### src/rtl/axi_pkg.sv
// Shared AXI3 write-channel definitions: response codes, burst codes and the
// write-path state encoding used by both the write master and write slave.
package axi_pkg;

    localparam logic [1:0] RESP_OKAY   = 2'b00;
    localparam logic [1:0] RESP_EXOKAY = 2'b01;
    localparam logic [1:0] RESP_SLVERR = 2'b10;
    localparam logic [1:0] RESP_DECERR = 2'b11;

    localparam logic [1:0] BURST_FIXED = 2'b00;
    localparam logic [1:0] BURST_INCR  = 2'b01;
    localparam logic [1:0] BURST_WRAP  = 2'b10;

    typedef enum logic [1:0] {
        ST_IDLE = 2'd0,
        ST_ADDR = 2'd1,
        ST_DATA = 2'd2,
        ST_RESP = 2'd3
    } wr_state_t;

    // The reserved burst encoding is sent as INCR.
    function automatic logic [1:0] legal_burst(input logic [1:0] burst);
        return (burst == 2'b11) ? BURST_INCR : burst;
    endfunction

endpackage

### src/rtl/axi_write_master.sv
// AXI3 write initiator: one command -> AW, cmd_len+1 W beats, B response.
// Optional B-wait timeout enabled by defining AXI_WRITE_MASTER_BTIMEOUT_EN.
module axi_write_master
    import axi_pkg::*;
#(
    parameter int          BUSWIDTH       = 32,
    parameter logic [3:0]  MASTER_ID      = 4'd0,
    parameter int          TIMEOUT_CYCLES = 256
) (
    input  logic                ACLK,
    input  logic                ARESET,
    input  logic                cmd_valid,
    output logic                cmd_ready,
    input  logic [31:0]         cmd_addr,
    input  logic [3:0]          cmd_len,
    input  logic [1:0]          cmd_burst,
    input  logic [BUSWIDTH-1:0] wdata_in,
    input  logic [3:0]          wstrb_in,
    input  logic                wdata_valid,
    output logic                wdata_ready,
    output logic                done,
    output logic [1:0]          done_resp,
    output logic [3:0]          AWID,
    output logic [31:0]         AWADDR,
    output logic [3:0]          AWLEN,
    output logic [2:0]          AWSIZE,
    output logic [1:0]          AWBURST,
    output logic [1:0]          AWLOCK,
    output logic [3:0]          AWCACHE,
    output logic [2:0]          AWPROT,
    output logic                AWVALID,
    input  logic                AWREADY,
    output logic [3:0]          WID,
    output logic [BUSWIDTH-1:0] WDATA,
    output logic [3:0]          WSTRB,
    output logic                WLAST,
    output logic                WVALID,
    input  logic                WREADY,
    input  logic [3:0]          BID,
    input  logic [1:0]          BRESP,
    input  logic                BVALID,
    output logic                BREADY
);

    localparam logic [2:0] SIZE_CODE = 3'($clog2(BUSWIDTH / 8));

    wr_state_t   state_reg;
    logic        cmd_ready_reg;
    logic        awvalid_reg;
    logic [31:0] awaddr_reg;
    logic [3:0]  awlen_reg;
    logic [1:0]  awburst_reg;
    logic [3:0]  beat_cnt_reg;
    logic        bready_reg;
    logic        done_reg;
    logic [1:0]  done_resp_reg;
    logic        in_data;
    logic        w_fire;

`ifdef AXI_WRITE_MASTER_BTIMEOUT_EN
    localparam int TW = $clog2(TIMEOUT_CYCLES) + 1;
    logic [TW-1:0] to_cnt_reg;
`endif

    assign in_data     = (state_reg == ST_DATA);
    assign WVALID      = in_data & wdata_valid;
    assign w_fire      = WVALID & WREADY;
    assign wdata_ready = w_fire;
    assign WDATA       = in_data ? wdata_in : '0;
    assign WSTRB       = in_data ? wstrb_in : 4'd0;
    assign WLAST       = in_data && (beat_cnt_reg == 4'd0);
    assign WID         = MASTER_ID;

    assign AWID    = MASTER_ID;
    assign AWADDR  = awaddr_reg;
    assign AWLEN   = awlen_reg;
    assign AWSIZE  = SIZE_CODE;
    assign AWBURST = awburst_reg;
    assign AWLOCK  = 2'b00;
    assign AWCACHE = 4'b0000;
    assign AWPROT  = 3'b000;
    assign AWVALID = awvalid_reg;
    assign BREADY  = bready_reg;

    assign cmd_ready = cmd_ready_reg;
    assign done      = done_reg;
    assign done_resp = done_resp_reg;

    always_ff @(posedge ACLK) begin
        if (ARESET) begin
            state_reg     <= ST_IDLE;
            cmd_ready_reg <= 1'b0;
            awvalid_reg   <= 1'b0;
            awaddr_reg    <= 32'd0;
            awlen_reg     <= 4'd0;
            awburst_reg   <= 2'b00;
            beat_cnt_reg  <= 4'd0;
            bready_reg    <= 1'b0;
            done_reg      <= 1'b0;
            done_resp_reg <= RESP_OKAY;
`ifdef AXI_WRITE_MASTER_BTIMEOUT_EN
            to_cnt_reg    <= '0;
`endif
        end else begin
            done_reg      <= 1'b0;
            done_resp_reg <= RESP_OKAY;
            case (state_reg)
                ST_IDLE: begin
                    cmd_ready_reg <= 1'b1;
                    // cmd_ready is registered, so the cycle after reset release never accepts.
                    if (cmd_valid && cmd_ready_reg) begin
                        awaddr_reg    <= cmd_addr;
                        awlen_reg     <= cmd_len;
                        awburst_reg   <= legal_burst(cmd_burst);
                        beat_cnt_reg  <= cmd_len;
                        cmd_ready_reg <= 1'b0;
                        awvalid_reg   <= 1'b1;
                        state_reg     <= ST_ADDR;
                    end
                end
                ST_ADDR: begin
                    if (AWREADY) begin
                        awvalid_reg <= 1'b0;
                        state_reg   <= ST_DATA;
                    end
                end
                ST_DATA: begin
                    if (w_fire) begin
                        if (beat_cnt_reg == 4'd0) begin
                            bready_reg <= 1'b1;
                            state_reg  <= ST_RESP;
`ifdef AXI_WRITE_MASTER_BTIMEOUT_EN
                            to_cnt_reg <= '0;
`endif
                        end else begin
                            beat_cnt_reg <= beat_cnt_reg - 4'd1;
                        end
                    end
                end
                ST_RESP: begin
                    if (BVALID) begin
                        done_reg      <= 1'b1;
                        done_resp_reg <= (BID == MASTER_ID) ? BRESP : RESP_SLVERR;
                        bready_reg    <= 1'b0;
                        cmd_ready_reg <= 1'b1;
                        state_reg     <= ST_IDLE;
                    end
`ifdef AXI_WRITE_MASTER_BTIMEOUT_EN
                    else if (to_cnt_reg == TW'(TIMEOUT_CYCLES - 1)) begin
                        done_reg      <= 1'b1;
                        done_resp_reg <= RESP_DECERR;
                        bready_reg    <= 1'b0;
                        cmd_ready_reg <= 1'b1;
                        state_reg     <= ST_IDLE;
                    end else begin
                        to_cnt_reg <= to_cnt_reg + 1'b1;
                    end
`endif
                end
                default: state_reg <= ST_IDLE;
            endcase
        end
    end

endmodule

### config.mk
export PLATFORM = sky130hd
export DESIGN_NAME = axi_write_master
export DESIGN_NICKNAME = d
export VERILOG_FILES = /design/src/rtl/axi_pkg.sv /design/src/rtl/axi_write_master.sv
export SDC_FILE = /design/constraint.sdc
export NUM_CORES = 1
export LEC_CHECK = 0
export CAP_MARGIN = 20
export CELL_PAD_IN_SITES_DETAIL_PLACEMENT = 1
export CELL_PAD_IN_SITES_GLOBAL_PLACEMENT = 1
export CORE_MARGIN = 5
export CORE_UTILIZATION = 23
export DETAILED_ROUTE_END_ITERATION = 7
export PLACE_DENSITY_LB_ADDON = 0.1
export SYNTH_ARGS = -nofsm -noshare
export SYNTH_HDL_FRONTEND = slang
export SYNTH_SLANG_ARGS = --single-unit
export TNS_END_PERCENT = 100
### constraint.sdc
create_clock -name ACLK -period 3.4 [get_ports ACLK]
set_input_delay 0.34 -clock ACLK [delete_from_list [all_inputs] [get_ports ACLK]]
set_output_delay 0.34 -clock ACLK [all_outputs]
set_load 0.03 [all_outputs]
==> impl_metrics.tcl, run 1 <==
set metrics [dict create \
    combPwrFrac_pct 53.8 \
    die-width_um 112 \
    cellLeakagePower_nw 1.59 \
    postCtsSetupRepairBufs 0 \
    nNetsFinal 566 \
    hp-class "reg2reg" \
    power.density_nw_per_um2 589 \
    num_antenna_cells 0 \
    port_buffers 169 \
    r2r_start "state_reg[0]" \
    die_area_um2 12600 \
    drc 0 \
    clk_latency_ns 0.30 \
    post_cts_resized 0 \
    finalWirelength_mm 9.10 \
    syn_area_um2 2410 \
    critPathTopFamily "buffers and inverters" \
    netSwitchingPower_mw 1.07 \
    final.setup.tns_ns 0 \
    critPathSlowestCell "clkdlybuf4s50_1" \
    die_h_um 112 \
    setup.worst_path.start_class "flip-flop" \
    place_congestion 0.700 \
    cts_root_buffer "clkbuf_8" \
    final_hold_viol_count 0 \
    synth.top_cell.area_share_pct 41.5 \
    drt_iter0_markers 97 \
    crit_start "state_reg[0]" \
    worstSetupPathType "reg2out" \
    floorplan.initialDensity_pct 23.5 \
    grt_max_degree 52 \
    wl_per_cell_um 14.9 \
    top_layer_used "met4" \
    intPower_mw 1.44 \
    cts.clk_slew.worst_paths_ns 0.09 \
    max_stage_delay_ns 0.70 \
    maxSlewViolCount 0 \
    clkPwrFrac_pct 15.7 \
    syn_to_final_growth_pct 76.4 \
    first_pass_iters 4 \
    crit_buf_inv 4 \
    status "finished, final reports clean" \
    fillers 1269 \
    wl_met3_mm 1.18 \
    numCtsBuffers 5 \
    grt_pass1_vias 2880 \
    grt_pass1_wl_mm 14.4 \
    htree_levels 2 \
    mostFrequentLayoutCell "clkdlybuf4s50_1" \
    numClockSinks 50 \
    relSlewSlack_pct 65.1 \
    worst_ep_arrival_time_ns 2.30 \
    fin_cells 610 \
    core_area_um2 10300 \
    crit_chain "inv_1 -> ha_1 -> buf_4 -> nand3_2 -> inv_1 -> clkdlybuf4s50_1" \
    cp-end-kind "output pin" \
    pwr-share-seq_pct 30.6 \
    cap_violations 0 \
    hpwl_mm 7.18 \
    synth.distinct_cells 38 \
    crit_path_frequent_cell "inv_1" \
    holdCritStartpoint "AWLEN[3]" \
    overflow 0 \
    finalCritPeriodShare_pct 77.8 \
    critPathMaxFanout 51 \
    syn_inst 313 \
    swShare_pct 42.7 \
    drive_above_1_share_pct 4.43 \
    period_needed_ns 2.64 \
    fin_skew_ns 0.00354 \
    max_freq_mhz 378 \
    peakVddDrop_uv 184 \
    synth_seq_cells 50 \
    tightest_slew_ns 0.523 \
    multi_input_area_um2 1230 \
    avgViaCountPerCell 4.31 \
    yosysTopAreaCell "dfxtp_1" \
    largest_reg_flops 32 \
    syn_area_per_cell_um2 7.70 \
    ant_nets 0 \
    rsz0062_at_grt "false" \
    ios 190 \
    dp_cells 602 \
    ctsHoldBuffers 0 \
    synthTopCellsByArea "dfxtp_1, nand2_1, and2_1" \
    wl_met1_mm 3.45 \
    reg2reg_setup_slack_ns 1.29 \
    seqCellArea_um2 1000 \
    vias 2627 \
    rows 37 \
    p_total_mw 2.51 \
    seq_area_frac_synth_pct 41.5 \
    antenna_found_initial 0 \
    track_usage_pct 14.0 \
    cts.path.max_buffers 2 \
    cts_tree "yes" \
    met2_length_mm 4.37 \
    crit_required_ns 3.06 \
    synth_warnings 0 \
    setup_viol 0 \
    final_cell_mix "clkdlybuf4s50_1, nand2_1, dfxtp_1" \
]
==> Yosys cell counts (all sizes together) <==
| cell type | number |
|---|---|
| a211oi | 3 |
| a21boi | 2 |
| a21oi | 43 |
| a221oi | 1 |
| a311oi | 2 |
| a31o | 1 |
| a41o | 1 |
| and2 | 38 |
| and3 | 3 |
| buf | 27 |
| clkbuf | 11 |
| conb | 2 |
| dfxtp | 50 |
| ha | 6 |
| inv | 8 |
| mux2 | 1 |
| mux2i | 1 |
| nand2 | 82 |
| nand2b | 1 |
| nand3 | 2 |
| nand3b | 2 |
| nor2 | 10 |
| nor2b | 2 |
| nor3 | 2 |
| nor3b | 1 |
| nor4 | 2 |
| o21a | 1 |
| o21ai | 4 |
| o22ai | 1 |
| o31ai | 1 |
| or2 | 1 |
| or3b | 1 |
==> cells by family after synthesis <==
logic type / synth area share [%]
AND/OR/NAND/NOR: 28.9
AO/OA/AOI/OAI: 14.8
flip-flops: 41.5
buffers and inverters: 10.5
adder cells (fa/ha/maj): 3.11
multiplexers: 0.882
other: 0.311
==> final cells by class <==
type / count / area share, %
multi-input combinational: 235 / 28.9
sequential: 50 / 23.5
tap: 136 / 4.00
timing repair buffer: 173 / 40.4
inverter: 8 / 0.706
clock buffer: 7 / 2.27
clock inverter: 1 / 0.206
==> layer usage <==
metal	vias to the layer above	track usage, %
li1	1289	-
met1	1203	14.6
met2	128	24.3
met3	7	8.36
met4	0	3.29
met5	-	0
==> power groups by stage <==
stage / Combinational [mW] / Clock, mW / Sequential (mW)
floorplan: 0.701 / 0 / 0.910
global placement: 1.36 / 0 / 0.773
detailed placement: 1.37 / 0 / 0.782
CTS: 1.37 / 0.414 / 0.769
global route: 1.47 / 0.435 / 0.784
finish: 1.35 / 0.392 / 0.766
==> worst paths after layout <==
| check | to | depth (start not counted) |
|---|---|---|
| max | wdata_ready | 6 |
| min | AWLEN[3] | 2 |
| max reg2reg | beat_cnt_reg[0] | 7 |
| min reg2reg | AWLEN[3] | 2 |
==> tightest hold or removal path, delay by kind of cell (launching register included) <==
family           cells  cell delay (ns)
AO/OA/AOI/OAI        1             0.05
AND/OR/NAND/NOR      1             0.05
flip-flops           1             0.32
==> per-stage QoR <==
step / setup WS, ns / area [µm²] / hold WS, ns / util [%]
finish: 0.756 / 4250 / 0.459 / 41.4
global route: 0.570 / 4250 / 0.484 / 41.4
CTS: 0.674 / 4250 / 0.461 / 41.4
detailed placement: 1.07 / 4150 / 0.447 / 40.4
global placement: 1.14 / 4150 / 0.441 / 40.4
floorplan: 1.63 / 2480 / 0.420 / -
Power figures use the tool's default switching activity.
==> run 2, diff against run 1 <==
- CORE_UTILIZATION: 23 -> 20
- clock period: 3.4 -> 2.2 ns (I/O delays scaled with it)
==> impl_metrics.tcl, run 2 (synthesis results as in run 1) <==
set metrics [dict create \
    holdCritStartpoint "ARESET" \
    die_area_um2 14400 \
    grt_max_degree 38 \
    core_area_um2 11900 \
    wl_per_cell_um 14.2 \
    setup_viol 0 \
    num_antenna_cells 0 \
    syn_to_final_growth_pct 80.3 \
    postCtsSetupRepairBufs 0 \
    swShare_pct 40.8 \
    track_usage_pct 11.9 \
    clkPwrFrac_pct 20.0 \
    setup.worst_path.start_class "flip-flop" \
    place_congestion 0.775 \
    max_stage_delay_ns 0.35 \
    cap_violations 0 \
    ff2ff_path_depth 6 \
    grt_pass1_vias 2776 \
    combPwrFrac_pct 51.4 \
    power.density_nw_per_um2 954 \
    final.setup.tns_ns 0 \
    grt_pass1_wl_mm 13.9 \
    holdPathEnd "beat_cnt_reg[3]" \
    crit_buf_inv 3 \
    worst_ep_arrival_time_ns 1.77 \
    hp-class "in2reg" \
    cts.path.max_buffers 2 \
    final_hold_viol_count 0 \
    avgViaCountPerCell 4.15 \
    finalWirelength_mm 8.83 \
    r2r_start "state_reg[0]" \
    finalCritPeriodShare_pct 90.5 \
    worstSetupPathType "reg2out" \
    period_needed_ns 1.99 \
    critPathSlowestCell "dfxtp_1" \
    die-width_um 120 \
    drc 0 \
    crit_chain "inv_1 -> ha_1 -> buf_4 -> and2_1 -> buf_12" \
    ctsHoldBuffers 0 \
    htree_levels 2 \
    holdPathStages 3 \
    status "finished, final reports clean" \
    cp-end-kind "output pin" \
    die_h_um 120 \
    largest_reg_flops 32 \
    critPathMaxFanout 37 \
    cts_root_buffer "clkbuf_16" \
    rsz0062_at_grt "false" \
    numCtsBuffers 5 \
    fin_skew_ns 0.00380 \
    drt_iter0_markers 60 \
    intPower_mw 2.45 \
    netSwitchingPower_mw 1.69 \
    r2r-end "beat_cnt_reg[3]" \
    vias 2589 \
    cts.clk_slew.worst_paths_ns 0.07 \
    first_pass_iters 4 \
    cellLeakagePower_nw 1.74 \
    nNetsFinal 569 \
    setup_ws_ns 0.209 \
    post_cts_resized 0 \
    overflow 0 \
    critPathTopFamily "buffers and inverters" \
    clk_latency_ns 0.28 \
    peakVddDrop_uv 395 \
    reg2reg_setup_slack_ns 0.28 \
    port_buffers 169 \
    mostFrequentLayoutCell "clkdlybuf4s50_1" \
    final_cell_mix "clkdlybuf4s50_1, nand2_1, dfxtp_1" \
    drive_above_1_share_pct 13.2 \
    hpwl_mm 7.01 \
    floorplan.initialDensity_pct 20.2 \
    max_freq_mhz 502 \
    ant_nets 0 \
    crit_required_ns 1.98 \
    numClockSinks 50 \
    rows 40 \
    ios 190 \
    pwr-share-seq_pct 28.6 \
    maxSlewViolCount 0 \
    preCtsSetupSlack_ns 0.322 \
    antenna_found_initial 0 \
    cts_tree "yes" \
]
-- run 2: layer usage --
metal	up-vias	wire length (µm)	GRT usage, %
met5	-	0	0
met3	5	1030	6.08
met4	0	78	2.36
met2	119	4200	20.6
met1	1164	3520	13.2
li1	1301	-	-
-- run 2: how the worst max path moves through the flow --
stage / startpoint / endpoint / slack (ns) / cells past startpoint
after detailed placement: state_reg[0] / beat_cnt_reg[3] / 0.32 / 6
after CTS: state_reg[0] / WDATA[8] / 0.18 / 5
after global routing: state_reg[0] / WDATA[12] / 0.04 / 5
after global placement: state_reg[0] / beat_cnt_reg[3] / 0.35 / 6
after floorplan: state_reg[0] / WDATA[0] / 0.55 / 5
final: state_reg[0] / WDATA[8] / 0.21 / 5
-- run 2: layout make-up --
class                   count  area, µm²
flip-flops and latches     50       1000
repair buffers            176       1740
fillers                  1430       7560
clock inverters             1       8.76
multi-input cells         235       1230
well taps                 147        184
inverters                   8       30.0
clock buffers               7        153
-- run 2: stage by stage --
| stage | utilization, % | instances | cell area [µm²] | total power, mW | hold slack (ns) |
|---|---|---|---|---|---|
| floorplan | - | 331 | 2480 | 2.49 | 0.300 |
| global placement | 35.1 | 616 | 4190 | 3.34 | 0.443 |
| detailed placement | 35.1 | 616 | 4190 | 3.37 | 0.450 |
| CTS | 36.5 | 624 | 4350 | 4.23 | 0.313 |
| global route | 36.5 | 624 | 4350 | 4.44 | 0.360 |
| finish | 36.5 | 624 | 4350 | 4.15 | 0.306 |
-- run 2: tightest hold or removal path, stage by stage --
cell and delay (ns):
buf_2 0.11, inv_1 0.09, a31o_1 0.14
-- run 2: power by group through the flow --
| stage | sequential (mW) | combinational, mW | clock [mW] |
|---|---|---|---|
| CTS | 1.19 | 2.17 | 0.874 |
| global placement | 1.20 | 2.14 | 0 |
| global route | 1.21 | 2.32 | 0.906 |
| finish | 1.19 | 2.13 | 0.831 |
| floorplan | 1.41 | 1.08 | 0 |
| detailed placement | 1.21 | 2.16 | 0 |
==> run 3, diff against run 2 <==
- CAP_MARGIN: 20 -> 30
- CORE_MARGIN: 5 -> 2
==> impl_metrics.tcl, run 3 (synthesis results as in run 1) <==
set metrics [dict create \
    grt_pass1_wl_mm 12.9 \
    mostFrequentLayoutCell "clkdlybuf4s50_1" \
    ctsHoldBuffers 0 \
    floorplan.initialDensity_pct 20.2 \
    final_hold_viol_count 0 \
    grt_pass1_vias 2707 \
    ios 190 \
    syn_to_final_growth_pct 76.7 \
    numCtsBuffers 5 \
    final.setup.tns_ns 0 \
    crit_required_ns 1.98 \
    period_needed_ns 2.03 \
    numClockSinks 50 \
    fin_skew_ns 0.00563 \
    cts_root_buffer "clkbuf_16" \
    largest_reg_flops 32 \
    final_cell_mix "clkdlybuf4s50_1, nand2_1, dfxtp_1" \
    post_cts_resized 0 \
    cts_tree "yes" \
    whs_ns 0.315 \
    worstSetupPathType "reg2out" \
    drive_above_1_share_pct 12.8 \
    finalCritPeriodShare_pct 92.5 \
    die-width_um 114 \
    place_congestion 0.672 \
    cp-end-kind "output pin" \
    ant_nets 0 \
    max_freq_mhz 492 \
    wl_per_cell_um 13.2 \
    cts.path.max_buffers 2 \
    finalWirelength_mm 8.20 \
    port_buffers 169 \
    track_usage_pct 12.5 \
    vias 2574 \
    hp-class "in2reg" \
    status "finished, final reports clean" \
    core_area_um2 11900 \
    drc 0 \
    setup.worst_path.start_class "flip-flop" \
    rsz0062_at_grt "false" \
    drt_iter0_markers 63 \
    cap_violations 0 \
    maxSlewViolCount 0 \
    first_pass_iters 4 \
    grt_max_degree 40 \
    setup_viol 0 \
    hpwl_mm 6.38 \
    num_antenna_cells 0 \
    postCtsSetupRepairBufs 0 \
    htree_levels 2 \
    peakVddDrop_uv 313 \
    overflow 0 \
    clk_latency_ns 0.29 \
    nNetsFinal 569 \
    critPathMaxFanout 39 \
    die_h_um 114 \
    antenna_found_initial 0 \
    die_area_um2 12900 \
    cts.clk_slew.worst_paths_ns 0.06 \
    cellLeakagePower_nw 1.71 \
    rows 40 \
    power.density_nw_per_um2 941 \
    avgViaCountPerCell 4.13 \
    worst_ep_arrival_time_ns 1.81 \
]
==> run 3: cell count changes in the layout (fill, tap and decap cells not counted) <==
cell        delta
clkinvlp_4     +1
clkbuf_8       -2
clkinv_4       -1
buf_12         -5
clkbuf_1       +1
buf_4          +5
==> run 3: worst paths after layout <==
| kind | startpoint | end | slack, ns | cells after the start |
|---|---|---|---|---|
| setup / recovery | state_reg[0] | WDATA[20] | 0.17 | 5 |
| hold / removal | ARESET | beat_cnt_reg[3] | 0.31 | 3 |
| setup reg to reg | state_reg[0] | beat_cnt_reg[3] | 0.31 | 6 |
| hold reg to reg | AWADDR[4] | AWADDR[4] | 0.46 | 2 |
==> run 3: metrics by stage <==
stage / instances / setup WS (ns) / total power [mW] / utilization [%] / area (µm²)
floorplan: 331 / 0.554 / 2.49 / - / 2480
global placement: 616 / 0.371 / 3.28 / 34.6 / 4120
detailed placement: 616 / 0.310 / 3.31 / 34.6 / 4120
CTS: 623 / 0.118 / 4.09 / 35.8 / 4260
global route: 623 / 0.00872 / 4.29 / 35.8 / 4260
finish: 623 / 0.166 / 4.01 / 35.8 / 4260
==> run 3: final cells by class <==
class / count / area [µm²]
clock inverters: 1 / 7.51
multi-input cells: 235 / 1230
flip-flops and latches: 50 / 1000
fillers: 1429 / 7650
clock buffers: 6 / 129
well taps: 147 / 184
repair buffers: 176 / 1680
inverters: 8 / 30.0
==> run 3: routing by layer <==
metal	vias up	track usage, %	part of all wire, %
met3	8	5.31	11
met2	130	21.8	46
met5	-	0	0
met1	1143	13.7	41
met4	0	4.39	1.8
li1	1293	-	-
==> run 3: critical path, stage by stage, from the launching register on <==
cell and delay [ns]:
dfxtp_1 0.34, inv_1 0.11, ha_1 0.36, buf_4 0.35, and2_1 0.22, buf_12 0.13
==> run 3: report_power, final <==
part | switching [mW] | internal [mW]
Combinational | 1.21 | 0.861
Clock | 0.338 | 0.416
Sequential | 0.117 | 1.07
